<file path="src/rtl/matmul_feeder_if.sv">
// Host-side write/start port and MAC-array operand bus of the matmul feeder.
// master = host/array side, slave = the feeder itself.
interface matmul_feeder_if #(
    parameter int DW = 4
);
    logic          wr_en;
    logic          wr_sel;
    logic [3:0]    wr_addr;
    logic [DW-1:0] wr_data;
    logic          start;
    logic          busy;
    logic          done;
    logic          err;
    logic [DW-1:0] data_w1, data_w2, data_w3;
    logic [DW-1:0] data_x1, data_x2, data_x3;
    logic          load;
    logic          clear;

    modport master (
        output wr_en, wr_sel, wr_addr, wr_data, start,
        input  busy, done, err, load, clear,
        input  data_w1, data_w2, data_w3, data_x1, data_x2, data_x3
    );

    modport slave (
        input  wr_en, wr_sel, wr_addr, wr_data, start,
        output busy, done, err, load, clear,
        output data_w1, data_w2, data_w3, data_x1, data_x2, data_x3
    );
endinterface

</file>
<file path="src/rtl/matmul_feeder.sv">
// Operand sequencer for the 3x3 MAC array: stores W and X, then issues one
// clear cycle and three load cycles presenting column k of W and row k of X.
//
// state | meaning
// IDLE  | accepts writes and start
// CLR   | clear pulse to the array
// ACC   | load high, buses carry step r_k (0..2)
// DONE  | done pulse, array results final
module matmul_feeder #(
    parameter int DW = 4
) (
    input  logic            clk,
    input  logic            rst_n,
    matmul_feeder_if.slave  bus
);
    typedef enum logic [1:0] {IDLE, CLR, ACC, DONE} state_t;

    state_t        r_state;
    logic [1:0]    r_k;
    logic          r_busy, r_done, r_err, r_load, r_clear;
    logic [DW-1:0] r_w [9];
    logic [DW-1:0] r_x [9];
    logic [DW-1:0] r_dw [3];
    logic [DW-1:0] r_dx [3];

    logic          w_wr_ok, w_wr_bad, w_start;
    logic [1:0]    w_k_nxt;
    logic [3:0]    w_k3;
    logic [DW-1:0] w_opw [3];
    logic [DW-1:0] w_opx [3];

    assign w_wr_ok  = bus.wr_en && (r_state == IDLE) && (bus.wr_addr <= 4'd8);
    assign w_wr_bad = bus.wr_en && !w_wr_ok;
    assign w_start  = (r_state == IDLE) && bus.start;

    // Step presented in the next cycle; 3 means "no step", buses go to zero.
    always_comb begin
        w_k_nxt = 2'd3;
        if (r_state == CLR)
            w_k_nxt = 2'd0;
        else if (r_state == ACC)
            w_k_nxt = r_k + 2'd1;
    end

    assign w_k3 = {2'b00, w_k_nxt} + {1'b0, w_k_nxt, 1'b0};

    always_comb begin
        for (int i = 0; i < 3; i++) begin
            w_opw[i] = '0;
            w_opx[i] = '0;
        end
        if (w_k_nxt != 2'd3) begin
            for (int i = 0; i < 3; i++) begin
                w_opw[i] = r_w[4'(i * 3) + {2'b00, w_k_nxt}];
                w_opx[i] = r_x[w_k3 + 4'(i)];
            end
        end
    end

    always_ff @(posedge clk or negedge rst_n) begin
        if (!rst_n) begin
            for (int i = 0; i < 9; i++) begin
                r_w[i] <= '0;
                r_x[i] <= '0;
            end
        end else if (w_wr_ok) begin
            if (bus.wr_sel)
                r_x[bus.wr_addr] <= bus.wr_data;
            else
                r_w[bus.wr_addr] <= bus.wr_data;
        end
    end

    always_ff @(posedge clk or negedge rst_n) begin
        if (!rst_n) begin
            r_state <= IDLE;
            r_k     <= 2'd0;
            r_busy  <= 1'b0;
            r_done  <= 1'b0;
            r_err   <= 1'b0;
            r_load  <= 1'b0;
            r_clear <= 1'b0;
            for (int i = 0; i < 3; i++) begin
                r_dw[i] <= '0;
                r_dx[i] <= '0;
            end
        end else begin
            for (int i = 0; i < 3; i++) begin
                r_dw[i] <= w_opw[i];
                r_dx[i] <= w_opx[i];
            end
            // A bad write in the same cycle as an accepted start still flags.
            if (w_wr_bad)
                r_err <= 1'b1;
            else if (w_start)
                r_err <= 1'b0;

            case (r_state)
                IDLE: begin
                    if (bus.start) begin
                        r_state <= CLR;
                        r_busy  <= 1'b1;
                        r_clear <= 1'b1;
                    end
                end
                CLR: begin
                    r_state <= ACC;
                    r_clear <= 1'b0;
                    r_load  <= 1'b1;
                    r_k     <= 2'd0;
                end
                ACC: begin
                    if (r_k == 2'd2) begin
                        r_state <= DONE;
                        r_load  <= 1'b0;
                        r_done  <= 1'b1;
                        r_k     <= 2'd0;
                    end else begin
                        r_k <= r_k + 2'd1;
                    end
                end
                DONE: begin
                    r_state <= IDLE;
                    r_done  <= 1'b0;
                    r_busy  <= 1'b0;
                end
                default: r_state <= IDLE;
            endcase
        end
    end

    assign bus.busy    = r_busy;
    assign bus.done    = r_done;
    assign bus.err     = r_err;
    assign bus.load    = r_load;
    assign bus.clear   = r_clear;
    assign bus.data_w1 = r_dw[0];
    assign bus.data_w2 = r_dw[1];
    assign bus.data_w3 = r_dw[2];
    assign bus.data_x1 = r_dx[0];
    assign bus.data_x2 = r_dx[1];
    assign bus.data_x3 = r_dx[2];
endmodule

</file>
<file path="src/flat_wrapper.sv">
// flat-port wrapper written by rule: the top's interface ports become plain ports
module matmul_feeder_flat 
#(
    parameter int DW = 4
)
  (clk, rst_n, bus_wr_en, bus_wr_sel, bus_wr_addr, bus_wr_data, bus_start, bus_busy, bus_done, bus_err, bus_load, bus_clear, bus_data_w1, bus_data_w2, bus_data_w3, bus_data_x1, bus_data_x2, bus_data_x3);
  matmul_feeder_if #(.DW(DW)) bus_i ();
  input  logic clk;
  input  logic rst_n;
  input wire logic [$bits(bus_i.wr_en)-1:0] bus_wr_en;
  input wire logic [$bits(bus_i.wr_sel)-1:0] bus_wr_sel;
  input wire logic [$bits(bus_i.wr_addr)-1:0] bus_wr_addr;
  input wire logic [$bits(bus_i.wr_data)-1:0] bus_wr_data;
  input wire logic [$bits(bus_i.start)-1:0] bus_start;
  output wire logic [$bits(bus_i.busy)-1:0] bus_busy;
  output wire logic [$bits(bus_i.done)-1:0] bus_done;
  output wire logic [$bits(bus_i.err)-1:0] bus_err;
  output wire logic [$bits(bus_i.load)-1:0] bus_load;
  output wire logic [$bits(bus_i.clear)-1:0] bus_clear;
  output wire logic [$bits(bus_i.data_w1)-1:0] bus_data_w1;
  output wire logic [$bits(bus_i.data_w2)-1:0] bus_data_w2;
  output wire logic [$bits(bus_i.data_w3)-1:0] bus_data_w3;
  output wire logic [$bits(bus_i.data_x1)-1:0] bus_data_x1;
  output wire logic [$bits(bus_i.data_x2)-1:0] bus_data_x2;
  output wire logic [$bits(bus_i.data_x3)-1:0] bus_data_x3;
  assign bus_i.wr_en = bus_wr_en;
  assign bus_i.wr_sel = bus_wr_sel;
  assign bus_i.wr_addr = bus_wr_addr;
  assign bus_i.wr_data = bus_wr_data;
  assign bus_i.start = bus_start;
  assign bus_busy = bus_i.busy;
  assign bus_done = bus_i.done;
  assign bus_err = bus_i.err;
  assign bus_load = bus_i.load;
  assign bus_clear = bus_i.clear;
  assign bus_data_w1 = bus_i.data_w1;
  assign bus_data_w2 = bus_i.data_w2;
  assign bus_data_w3 = bus_i.data_w3;
  assign bus_data_x1 = bus_i.data_x1;
  assign bus_data_x2 = bus_i.data_x2;
  assign bus_data_x3 = bus_i.data_x3;
  matmul_feeder #(.DW(DW)) u_core (.clk(clk), .rst_n(rst_n), .bus(bus_i));
endmodule
</file>
<file path="config.mk">
export PLATFORM = sky130hd
export DESIGN_NAME = matmul_feeder_flat
export DESIGN_NICKNAME = d
export VERILOG_FILES = /design/src/rtl/matmul_feeder_if.sv /design/src/rtl/matmul_feeder.sv /design/src/flat_wrapper.sv
export SDC_FILE = /design/constraint.sdc
export NUM_CORES = 1
export LEC_CHECK = 0
export CAP_MARGIN = 25
export CELL_PAD_IN_SITES_DETAIL_PLACEMENT = 0
export CELL_PAD_IN_SITES_GLOBAL_PLACEMENT = 1
export CORE_MARGIN = 2
export CORE_UTILIZATION = 47
export DETAILED_ROUTE_END_ITERATION = 7
export DONT_BUFFER_PORTS = 1
export PLACE_DENSITY = 0.75
export SLEW_MARGIN = 20
export SYNTH_ARGS = -nofsm -noshare
export SYNTH_HDL_FRONTEND = slang
export SYNTH_SLANG_ARGS = --single-unit
export TNS_END_PERCENT = 30
</file>
<file path="constraint.sdc">
create_clock -name clk -period 2.8 [get_ports clk]
set_input_delay 0.28 -clock clk [delete_from_list [all_inputs] [get_ports clk]]
set_output_delay 0.28 -clock clk [all_outputs]
set_load 0.01 [all_outputs]
</file>
Word-level counts from Yosys, hierarchy flattened
Cells that the tools add are included.
- add/subtract/negate cells: 6
- $lt $le $gt $ge: 9
- equal/unequal tests: 7
- mux-type cells: 40
- bitwise logic cells: 8
- reductions and logical operators: 19
- operators by type and width (operator ; count):
    binary-select mux 4 bit (select 4 bit) ; 6
    bitwise mux 36 bit ; 2
    2-to-1 mux 4 bit ; 13
    >= comparator 5 bit (second input constant) ; 7
    NOT 4 -> 5 bit ; 6
    2-to-1 mux 12 bit ; 2
    demux 4 bit (select 4 bit) ; 1
    AND reduction 2 bit ; 7
    2-to-1 mux 2 bit ; 5
    nonzero test 2 bit ; 5
    case mux 1 bit (2 select lines) ; 4
    case mux 2 bit (4 select lines) ; 1
    == test 2 bit (second input constant) ; 3
    inequality test 2 bit (second input constant) ; 3
    logical AND 1 bit ; 5
    less-than comparator 5 x 1 -> 1 bit (second input constant) ; 1
    2-to-1 mux 1 bit ; 5
    NOT 2 -> 5 bit ; 1
    adder 2 x 3 -> 4 bit ; 1
    adder 3 x 2 -> 4 bit (first input constant) ; 1
    adder 4 x 1 -> 4 bit (second input constant) ; 1
    adder 4 x 2 -> 4 bit (second input constant) ; 1
    <= comparator 4 bit (second input constant) ; 1
    case mux 2 bit (2 select lines) ; 1
    6 further kinds ; 6
- register bits: 105
- input port bits: 13
- output and inout port bits: 29

Longest topological paths before layout
- word-level depth: 10
- mapped depth: 13
- gate-level depth less buffers: 10

Worst setup path before layout
No wires, ideal clock.
- path kind: reg2reg
- start point: reg u_core.r_k[0]
- end point: reg u_core.r_dx (netlist bit u_core.bus.data_x1[2])
- library setup time: 0.121 ns
- arrival time: 2.788 ns
- data required time: 2.679 ns
- slack: -0.109 ns
- stages on the path, launching flop included: 12
- path buffers: 3
- period minus slack after synthesis: 2.909 ns
- cell sequence: dfrtp_1 > inv_1 > ha_1 > inv_1 > a21oi_1 > clkbuf_1 > inv_1 > ha_1 > clkbuf_1 > buf_2 > mux4_2 > a22o_1
- RTL lines (element ; line ; RTL):
    start: declaration ; matmul_feeder.sv:19 ; logic [1:0] r_k;
    start signal: assignment ; matmul_feeder.sv:119 ; r_k <= r_k + 2'd1;
    end signal: indexed assignment ; matmul_feeder.sv:90 ; r_dx[i] <= w_opx[i];
    end: declaration ; matmul_feeder.sv:24 ; logic [DW-1:0] r_dx [3];

==> results.txt <==
Outcome - finished, final reports clean
Clock tree sinks - 105
Die width - 110 um
Share of cells above drive strength 1 - 0.299
CTS tree - built
Initial antenna violation count - 0
Yosys warning count - 0
Worst R2R Setup Slack - 220 ps
Die ar. - 12,000 um^2
VDD IR max - 0.529 mV
CTS Buffer Depth - 2
Critical path fanouts, max - 11
PD cells - 1070 nW/um^2
Post-synth cell types - 38
Share of the synthesized area in the top cell type - 0.501
Delay of the slowest critical-path stage - 430 ps
CTS Buf Count - 9
Least-Margin Pin Slew - 579 ps
Pin count of the biggest net entering global routing - 106
Setup Fix Bufs, Post-CTS - 0
Cells after synthesis - 397
Worst reg2reg path startpoint - u_core.r_state[1]$_DFFE_PN0P_
Critical path class - reg2reg
Worst hold stages - 1
Hold crit path type - in2reg
Slew headroom - 0.611
Die height - 110 um
Non-filler cells, final - 545
Slowest CP cell - dfrtp_1
H-tree levels - 3
Critical Path RT - 3070 ps
N_diodes - 0
Vias in the first global route - 3,263
Reg-to-reg endpoint - u_core.bus.data_x1[2]$_DFF_PN0_
Max-Cap Viols - 0
WL final - 11.4 mm
Skew-Pair Late Insertion Delay - 380 ps
Slew Viols, Final - 0
Area leader, netlist - dfrtp_1
First-pass GRT wire length - 18.7 mm
Initial core utilization - 0.482
Final setup fails - 0
Worst-path clk slew - 100 ps
Final net count - 427
Rows - 38
Hold Path End - u_core.r_x[15]$_DFFE_PN0P_
Register area share after synthesis - 0.501
Starting DRC count in detailed routing - 209
Average routed wire per standard cell - 21.0 um
Fmax - 0.388 GHz
GP Congestion - 0.779
ANT nets after route - 0
DR DRC count - 0
DP Cell Count - 527
Crit path capture type - flop
Met2 Track Usage GR - 0.307
P_leak - 2.60 nW
CP Data Arrival Time - 2850 ps
Net Count, Synth - 424
Final min period - 2580 ps
Gr busiest metal - met1
R2r worst-path depth - 8
RSZ-0062 raised after global routing - no
Vias per inst - 5.78
Io pins - 42
Final hold viol count - 0
GR Util met1 - 0.310
Clock skew - 3.97 ps
Core Area - 10,900 um^2
Root buf cell - clkbuf_8
Final period util - 0.921
Post-Syn Area - 5250 um^2
Syn-to-layout area delta - 7.11%
Mean Syn Cell Area - 13.2 um^2
Crit path cell chain - inv_1 > ha_1 > a21o_1 > inv_1 > ha_1 > buf_4 > mux4_2 > a22o_1
DPL Wire Length - 7.94 mm
Ranking of synthesized cells by area - dfrtp_1 50%, mux2_2 16%, mux4_2 6.0%
#FFs+latches synth - 105
All-Layer GR Usage - 0.211
Total number of vias - 3,151
Worst Setup Start Kind - flop
Hold path startpoint - bus_wr_data[3]
PortBufs - 0
Final TNS setup - 0 ps
Overflow after GRT - 0
DR pass1 iterations - 7
Met3 Usage GRT - 0.0480
==> through the flow <==
| step | hold slack (ps) | util | cell area (um^2) | setup WS (ps) | total power, mW |
|---|---|---|---|---|---|
| 5_1_grt | 31.3 | 0.516 | 5620 | 37.8 | 6.44 |
| 3_5_place_dp | -12.1 | 0.493 | 5370 | 161 | 5.04 |
| 2_1_floorplan | -15.6 | - | 5250 | 14.9 | 4.47 |
| 4_1_cts | 30.0 | 0.516 | 5610 | 143 | 6.05 |
| 3_3_place_gp | -12.2 | 0.493 | 5370 | 248 | 4.99 |
| 6_report | 45.8 | 0.516 | 5620 | 220 | 6.00 |
==> synthesized netlist by cell type, drive strengths merged <==
master	n
mux2	73
a22oi	3
a2111oi	4
o2111a	1
nand4	1
a21o	6
buf	8
nand3	6
o311ai	1
nor2b	9
inv	14
xnor2	1
o2bb2ai	1
nand2b	6
a211oi	9
nor3b	1
nor2	22
o21ai	8
and3b	1
dfrtp	105
mux4	21
o22ai	1
o32a	1
clkbuf	10
and2	4
ha	14
a21oi	7
mux2i	16
nor4	1
nor3	4
a22o	6
nand2	32
==> repair_timing <==
item                                    in CTS  in global routing
endpoints found under the hold margin      105                  0
endpoints found under the setup margin       0                  6
hold buffers                                 2                  0
gates resized for setup                      0                  2
==> cell families (layout without fill, tap and decap cells) <==
kind of cell,after synthesis,in the layout,share of synthesized area
muxes,110,110,0.282
DFF,105,105,0.501
and+or+nand+nor,87,87,0.0794
AOI/OAI and AO/OA,48,48,0.0701
buffers and inverters,32,40,0.0324
adders and majority gates,14,14,0.0334
xor gates and xnor gates,1,1,0.00167
==> state kept, by name (all words and copies together) (netlist names) <==
name / flops
u_core.bus.busy: 1
u_core.bus.clear: 1
u_core.bus.data_w1: 4
u_core.bus.data_w2: 4
u_core.bus.data_w3: 4
u_core.bus.data_x1: 4
u_core.bus.data_x2: 4
u_core.bus.data_x3: 4
u_core.bus.done: 1
u_core.bus.err: 1
u_core.bus.load: 1
u_core.r_k: 2
u_core.r_state: 2
u_core.r_w: 36
u_core.r_x: 36
==> cells in the final DEF (no fill, tap or decap), types with 3 or more instances in the layout <==
master,netlist,routed
mux2_2,73,73
o21ai_0,8,8
mux4_2,14,14
and2_1,4,4
mux2i_1,16,16
clkinvlp_4,0,3
nand2b_1,6,6
a2111oi_2,4,4
a211oi_1,9,9
buf_4,2,8
nor2_1,22,22
a21oi_1,7,6
a21o_1,6,6
nor2b_1,9,9
clkbuf_8,0,10
nand3_1,6,6
mux4_1,7,7
nand2_1,32,32
a22o_1,6,6
a22oi_1,3,3
dfrtp_1,105,105
ha_1,14,13
inv_1,13,13
nor3_1,3,3
==> power by group <==
group          leakage [nW]  internal (mW)  total (mW)  switching (mW)
clock network        0.0949          0.439       0.963           0.524
registers              1.40           1.94        2.29           0.348
logic                  1.10           1.31        2.75            1.43
==> worst max path at each step <==
stage | start | end | slack, ps
floorplan | u_core.r_k[0]$_DFFE_PN0P_ | u_core.bus.data_x1[2]$_DFF_PN0_ | 10
global placement | u_core.r_k[0]$_DFFE_PN0P_ | u_core.bus.data_x1[2]$_DFF_PN0_ | 250
detailed placement | u_core.r_k[0]$_DFFE_PN0P_ | u_core.bus.data_x1[2]$_DFF_PN0_ | 160
CTS | u_core.r_k[0]$_DFFE_PN0P_ | u_core.bus.data_x1[2]$_DFF_PN0_ | 140
global route | u_core.r_state[1]$_DFFE_PN0P_ | u_core.bus.data_x3[1]$_DFF_PN0_ | 40
finish | u_core.r_state[1]$_DFFE_PN0P_ | u_core.bus.data_x1[2]$_DFF_PN0_ | 220
==> critical path: cells and delay by family, from the launching register on <==
kind | cells | cell delay, ps
adder cells (fa/ha/maj) | 2 | 740
multiplexers | 1 | 310
buffers and inverters | 3 | 470
AO/OA/AOI/OAI | 2 | 530
flip-flops | 1 | 430
==> final cells by class <==
class	instances	area [um^2]
flip-flops and latches	105	2630
clock inverters	6	66.3
repair buffers	10	97.6
inverters	14	60.1
multi-input cells	260	2460
fillers	945	5270
clock buffers	10	138
well taps	140	175
==> per-layer routing <==
metal  part of all wire  vias to the layer above
met1               0.48                     1621
li1                   -                     1452
met2               0.46                       68
met5                  0                        -
met3              0.052                       10
met4             0.0096                        0
Power figures use the tool's default switching activity.
